==> src/rtl/pcie_status_mon_amm.sv <==
// PCIe link-status monitor: samples HIP status of NR_LINKS cores, keeps per-link
// LTSSM-transition, link-down and uptime counters, and raises a maskable link-down IRQ.
module pcie_status_mon_amm #(
  parameter int NR_LINKS = 1,
  parameter int ADDR_W   = 6
) (
  input  logic                  clk,
  input  logic                  rsi_reset_reset_n,
  input  logic [ADDR_W-1:0]     avs_ctrl_address,
  input  logic                  avs_ctrl_read,
  output logic [31:0]           avs_ctrl_readdata,
  input  logic                  avs_ctrl_write,
  input  logic [31:0]           avs_ctrl_writedata,
  output logic                  ins_irq_irq,
  input  logic [2*NR_LINKS-1:0] hip_currentspeed_currentspeed,
  input  logic [5*NR_LINKS-1:0] hip_status_ltssmstate,
  input  logic [4*NR_LINKS-1:0] hip_status_lane_act,
  input  logic [NR_LINKS-1:0]   hip_status_dlup
);

  localparam logic [31:0] ID_VAL      = 32'h2c1e57a8;
  localparam logic [31:0] VERSION_VAL = 32'h00020000;
  localparam logic [31:0] CNT_MAX     = 32'hFFFFFFFF;
  localparam logic [31:0] BAD_ADDR    = 32'hdeadbeef;

  logic [31:0]            w_addr;
  logic                   w_evt_en;
  logic [1:0]             r_warm;
  logic [NR_LINKS-1:0]    w_down_evt;
  logic [NR_LINKS-1:0]    w_clr;
  logic [NR_LINKS-1:0]    w_w1c;
  logic [NR_LINKS-1:0]    r_irq_status;
  logic [NR_LINKS-1:0]    r_irq_mask;
  logic [32*NR_LINKS-1:0] w_status_flat;
  logic [32*NR_LINKS-1:0] w_ltssm_flat;
  logic [32*NR_LINKS-1:0] w_down_flat;
  logic [32*NR_LINKS-1:0] w_up_flat;
  logic [31:0]            w_rdata;
  logic                   w_unused;

  assign w_addr   = 32'(avs_ctrl_address);
  assign w_evt_en = (r_warm == 2'd3);
  assign w_w1c    = (avs_ctrl_write && w_addr == 32'd3) ? avs_ctrl_writedata[NR_LINKS-1:0] : '0;
  assign w_unused = ^avs_ctrl_writedata;

  genvar gi;
  generate
    for (gi = 0; gi < NR_LINKS; gi++) begin : gen_link
      logic [31:0] r_st1;
      logic [31:0] r_st_s;
      logic [31:0] r_st_p;
      logic [31:0] r_ltssm_cnt;
      logic [31:0] r_down_cnt;
      logic [31:0] r_uptime;
      logic        w_ltssm_evt;
      logic        w_rise;
      logic        w_unused_p;

      assign w_ltssm_evt     = w_evt_en && (r_st_s[12:8] != r_st_p[12:8]);
      assign w_rise          = w_evt_en && r_st_s[24] && !r_st_p[24];
      assign w_down_evt[gi]  = w_evt_en && r_st_p[24] && !r_st_s[24];
      assign w_clr[gi]       = avs_ctrl_write && avs_ctrl_writedata[0] &&
                               (w_addr == 32'(12 + 8*gi));
      assign w_unused_p      = ^{r_st_p[31:25], r_st_p[23:13], r_st_p[7:0]};

      assign w_status_flat[32*gi +: 32] = r_st_s;
      assign w_ltssm_flat[32*gi +: 32]  = r_ltssm_cnt;
      assign w_down_flat[32*gi +: 32]   = r_down_cnt;
      assign w_up_flat[32*gi +: 32]     = r_uptime;

      always_ff @(posedge clk) begin
        if (!rsi_reset_reset_n) begin
          r_st1       <= '0;
          r_st_s      <= '0;
          r_st_p      <= '0;
          r_ltssm_cnt <= '0;
          r_down_cnt  <= '0;
          r_uptime    <= '0;
        end else begin
          r_st1  <= {7'd0, hip_status_dlup[gi], 4'd0, hip_status_lane_act[4*gi +: 4],
                     3'd0, hip_status_ltssmstate[5*gi +: 5], 6'd0,
                     hip_currentspeed_currentspeed[2*gi +: 2]};
          r_st_s <= r_st1;
          r_st_p <= r_st_s;
          // A clear swallows any event landing in the same cycle.
          if (w_clr[gi]) begin
            r_ltssm_cnt <= '0;
            r_down_cnt  <= '0;
            r_uptime    <= '0;
          end else begin
            if (w_ltssm_evt && r_ltssm_cnt != CNT_MAX) r_ltssm_cnt <= r_ltssm_cnt + 32'd1;
            if (w_down_evt[gi] && r_down_cnt != CNT_MAX) r_down_cnt <= r_down_cnt + 32'd1;
            if (w_rise) r_uptime <= '0;
            else if (w_evt_en && r_st_s[24] && r_uptime != CNT_MAX) r_uptime <= r_uptime + 32'd1;
          end
        end
      end
    end
  endgenerate

  always_comb begin
    w_rdata = BAD_ADDR;
    case (w_addr)
      32'd0:   w_rdata = ID_VAL;
      32'd1:   w_rdata = VERSION_VAL;
      32'd2:   w_rdata = 32'(NR_LINKS);
      32'd3:   w_rdata = 32'(r_irq_status);
      32'd4:   w_rdata = 32'(r_irq_mask);
      default: w_rdata = BAD_ADDR;
    endcase
    for (int i = 0; i < NR_LINKS; i++) begin
      if (w_addr == 32'(8 + 8*i))  w_rdata = w_status_flat[32*i +: 32];
      if (w_addr == 32'(9 + 8*i))  w_rdata = w_ltssm_flat[32*i +: 32];
      if (w_addr == 32'(10 + 8*i)) w_rdata = w_down_flat[32*i +: 32];
      if (w_addr == 32'(11 + 8*i)) w_rdata = w_up_flat[32*i +: 32];
      if (w_addr == 32'(12 + 8*i)) w_rdata = 32'd0;
    end
  end

  always_ff @(posedge clk) begin
    if (!rsi_reset_reset_n) begin
      r_warm            <= '0;
      r_irq_status      <= '0;
      r_irq_mask        <= '0;
      ins_irq_irq       <= 1'b0;
      avs_ctrl_readdata <= '0;
    end else begin
      if (r_warm != 2'd3) r_warm <= r_warm + 2'd1;
      // New link-down wins over a same-cycle write-1-to-clear.
      r_irq_status <= w_down_evt | (r_irq_status & ~w_w1c);
      if (avs_ctrl_write && w_addr == 32'd4) r_irq_mask <= avs_ctrl_writedata[NR_LINKS-1:0];
      ins_irq_irq <= |(r_irq_status & r_irq_mask);
      if (avs_ctrl_read) avs_ctrl_readdata <= w_rdata;
    end
  end

endmodule

==> config.mk <==
export PLATFORM = sky130hd
export DESIGN_NAME = pcie_status_mon_amm
export DESIGN_NICKNAME = d
export VERILOG_FILES = /design/src/rtl/pcie_status_mon_amm.sv
export SDC_FILE = /design/constraint.sdc
export NUM_CORES = 1
export LEC_CHECK = 0
export ABC_CLOCK_PERIOD_IN_PS = 3400
export BUFFER_PORTS_ARGS = -buffer_cell sky130_fd_sc_hd__buf_2
export CAP_MARGIN = 20
export CORE_AREA = 4 4 162 164
export CTS_BUF_LIST = sky130_fd_sc_hd__clkbuf_4
export CTS_CLUSTER_SIZE = 28
export DETAILED_ROUTE_END_ITERATION = 12
export DIE_AREA = 0 0 166 168
export SYNTH_ARGS = -nofsm -noshare
export SYNTH_HDL_FRONTEND = slang
export SYNTH_SLANG_ARGS = --single-unit
==> constraint.sdc <==
create_clock -name clk -period 3.4 [get_ports clk]
set_input_delay 0.68 -clock clk [delete_from_list [all_inputs] [get_ports clk]]
set_output_delay 0.68 -clock clk [all_outputs]
set_load 0.05 [all_outputs]
==> impl_metrics.json <==
{
  "nets": 1152,
  "period_share_pct": 81.6,
  "drc": 0,
  "cts_setup_buffers": 0,
  "whs_path_depth": 2,
  "totalWireLength_mm": 26.5,
  "powerDensity_nw_per_um2": 378,
  "row_count": 58,
  "slowest_delay_ns": 0.66,
  "io_pins": 87,
  "core-area_um2": 24900,
  "start_kind": "flip-flop",
  "synth_area_leaders": "dfxtp_1, a21oi_1, nand2_1",
  "cts.reportedPaths.clkPinSlew_ns": 0.17,
  "endpoint_kind": "flip-flop",
  "reg2reg_slack_ns": 0.63,
  "first_iter_violations": 874,
  "finalCriticalPeriod_ns": 2.77,
  "tritoncts": "built",
  "place.port_buffers": 55,
  "final_cells": 1439,
  "routed_via_density": 5.74,
  "crit_slowest_cell": "or4b_1",
  "cp_max_fo": 11,
  "synth_area_um2": 8560,
  "clk_path_buf_depth": 2,
  "path_class": "reg2reg",
  "synth_flop_cell": "dfxtp_1",
  "tns_ns": 0,
  "grt_max_degree": 52,
  "peakVddDrop_v": 0.000222,
  "rsz0062_at_grt": "no",
  "final_design_area_no_fill_um2": 9550,
  "htree_num_levels": 4,
  "hold_buffers": 0,
  "ff2ff_path_depth": 7,
  "cp_cell_sequence": "ha_1 -> and3b_1 -> buf_4 -> nand4_1 -> or4b_1 -> or3_1 -> a21oi_1",
  "hp-class": "in2reg",
  "critical-path-top-delay-family": "simple AND/OR/NAND/NOR gates",
  "crit_buf_inv": 1,
  "syn_to_final_growth_pct": 11.5,
  "fill_cells": 2574,
  "hp-start": "hip_status_dlup",
  "finalHoldViolations": 0,
  "skew_ns": 0.0312,
  "firstDrtPassIters": 8,
  "max_freq_mhz": 360,
  "ys_warn_count": 0,
  "final_antenna_net_count": 0,
  "synth.avg_cell_area_um2": 8.06,
  "drv_slew": 0,
  "netlist.area_leader.share_pct": 38.1,
  "vias": 8258,
  "hold_ws_ns": 0.273,
  "dpl.hpwl_mm": 19.5,
  "die_h_um": 168,
  "placed_cell_area_um2": 9220,
  "die_area_um2": 27900,
  "ys_async_sr_fraction_pct": 0,
  "drive_gt1_share_pct": 13.2,
  "rr_endpoint": "gen_link[0].r_down_cnt[30]",
  "ys_types": 63,
  "relSlewSlack_pct": 34.4,
  "p_leak_nw": 3.26,
  "dp_cells": 1404,
  "tightest_slew_ns": 0.975,
  "cts-root-buf": "clkbuf_4",
  "hold_path_end": "gen_link[0].r_st1[24]",
  "arrival_ns": 3.30,
  "yosys-top-cells-count": "dfxtp_1, a21oi_1, nand2_1, nor2_1, o21ai_0",
  "grt_pass1_vias": 7618,
  "grt_pass1_wl_mm": 42.1,
  "die_w_um": 166,
  "grt_antenna_before_repair": 1,
  "ys_ff_latch": 163,
  "synth_nets": 1120,
  "synth_top_area_cell": "dfxtp_1",
  "clock_latency_ns": 0.59,
  "cts.repair.resized": 0,
  "rr_startpoint": "r_warm[0]",
  "syn_inst": 1062,
  "start_util_pct": 34.4,
  "wl_per_cell_um": 18.4,
  "setup_viol": 0,
  "cap_violations": 0,
  "critPathRequiredTime_ns": 3.92,
  "clock_sinks": 163,
  "yosysMostFrequentCell": "dfxtp_1",
  "synth_edf_count": 0,
  "grt_remaining_overflow": 0,
  "status": "finished, final reports clean",
  "cts_buffers": 17,
  "ys_seq_area_share_pct": 38.1,
  "grtUsageTotal_pct": 18.8,
  "routabilityCongestion": 0.917
}
[flip-flops by register name, indices dropped and copies added, names as in the netlist]
name                  flops
avs_ctrl_readdata        32
gen_link.r_down_cnt      32
gen_link.r_ltssm_cnt     32
gen_link.r_uptime        32
gen_link.r_st1           12
gen_link.r_st_s          12
gen_link.r_st_p           6
r_warm                    2
ins_irq_irq               1
r_irq_mask                1
r_irq_status              1
[per-layer routing]
| metal | up-vias | GRT usage, % | wire (µm) |
|---|---|---|---|
| met4 | 0 | 5.95 | 672 |
| li1 | 4003 | - | - |
| met5 | - | 0 | 0 |
| met3 | 40 | 3.45 | 1660 |
| met2 | 243 | 29.5 | 12200 |
| met1 | 3972 | 26.3 | 12000 |
[cell usage in the layout (no fill, tap or decap), types with 10 or more instances in the layout]
master	instances
a21oi_1	103
a221o_1	10
and2_1	40
and3_1	11
and4_1	15
buf_2	55
buf_4	26
clkbuf_4	18
dfxtp_1	163
inv_1	16
mux2i_1	34
nand2_1	99
nand2b_1	36
nand3_1	42
nand4_1	35
nor2_1	64
nor2b_1	10
nor3_1	15
nor4_1	15
o211ai_1	10
o21ai_0	60
o31ai_1	21
or3_1	38
or4_1	35
[per-stage QoR]
step / worst slack [ns] / total power, mW / utilization, %
2_1_floorplan: 0.797 / 2.30 / -
3_3_place_gp: 0.398 / 2.42 / 37.0
3_5_place_dp: 0.403 / 2.43 / 37.0
4_1_cts: 0.653 / 3.64 / 38.3
5_1_grt: 0.468 / 3.77 / 38.4
6_report: 0.625 / 3.61 / 38.4
[worst max path at each step]
stage | startpoint | end | slack (ns) | depth (start not counted)
after global placement | avs_ctrl_address[3] | avs_ctrl_readdata[0] | 0.40 | 6
after global routing | r_warm[0] | gen_link[0].r_down_cnt[30] | 0.47 | 7
after CTS | r_warm[0] | gen_link[0].r_down_cnt[30] | 0.65 | 7
after detailed placement | avs_ctrl_address[3] | avs_ctrl_readdata[0] | 0.40 | 6
after floorplan | avs_ctrl_address[0] | gen_link[0].r_ltssm_cnt[10] | 0.80 | 8
final | r_warm[0] | gen_link[0].r_down_cnt[30] | 0.63 | 7
[where the power goes]
part / total (mW) / switching (mW) / internal, mW / leakage (nW)
clock network: 1.22 / 0.868 / 0.352 / 0.160
registers: 1.98 / 0.0269 / 1.96 / 1.33
logic: 0.407 / 0.285 / 0.122 / 1.77
[kinds of logic after synthesis]
family                   count (synthesis)  synth area share (%)
AND/OR/NAND/NOR                        488                  31.8
AO/OA/AOI/OAI                          270                  19.7
flip-flops                             163                  38.1
buffers and inverters                   86                  4.02
multiplexers                            37                  4.37
adder cells (fa/ha/maj)                  4                 0.584
XOR/XNOR                                14                  1.43
[cell type report]
cell class              instances  area [µm²]  share of cell area, %
clock inverters                15         191                   2.00
clock buffers                  17         128                   1.34
repair buffers                 83         498                   5.21
inverters                      16        60.1                  0.629
diodes                          2        5.00                 0.0524
flip-flops and latches        163        3260                   34.2
multi-input cells             813        4990                   52.3
well taps                     330         413                   4.32
Note: power is estimated with default switching activity, not from simulation.
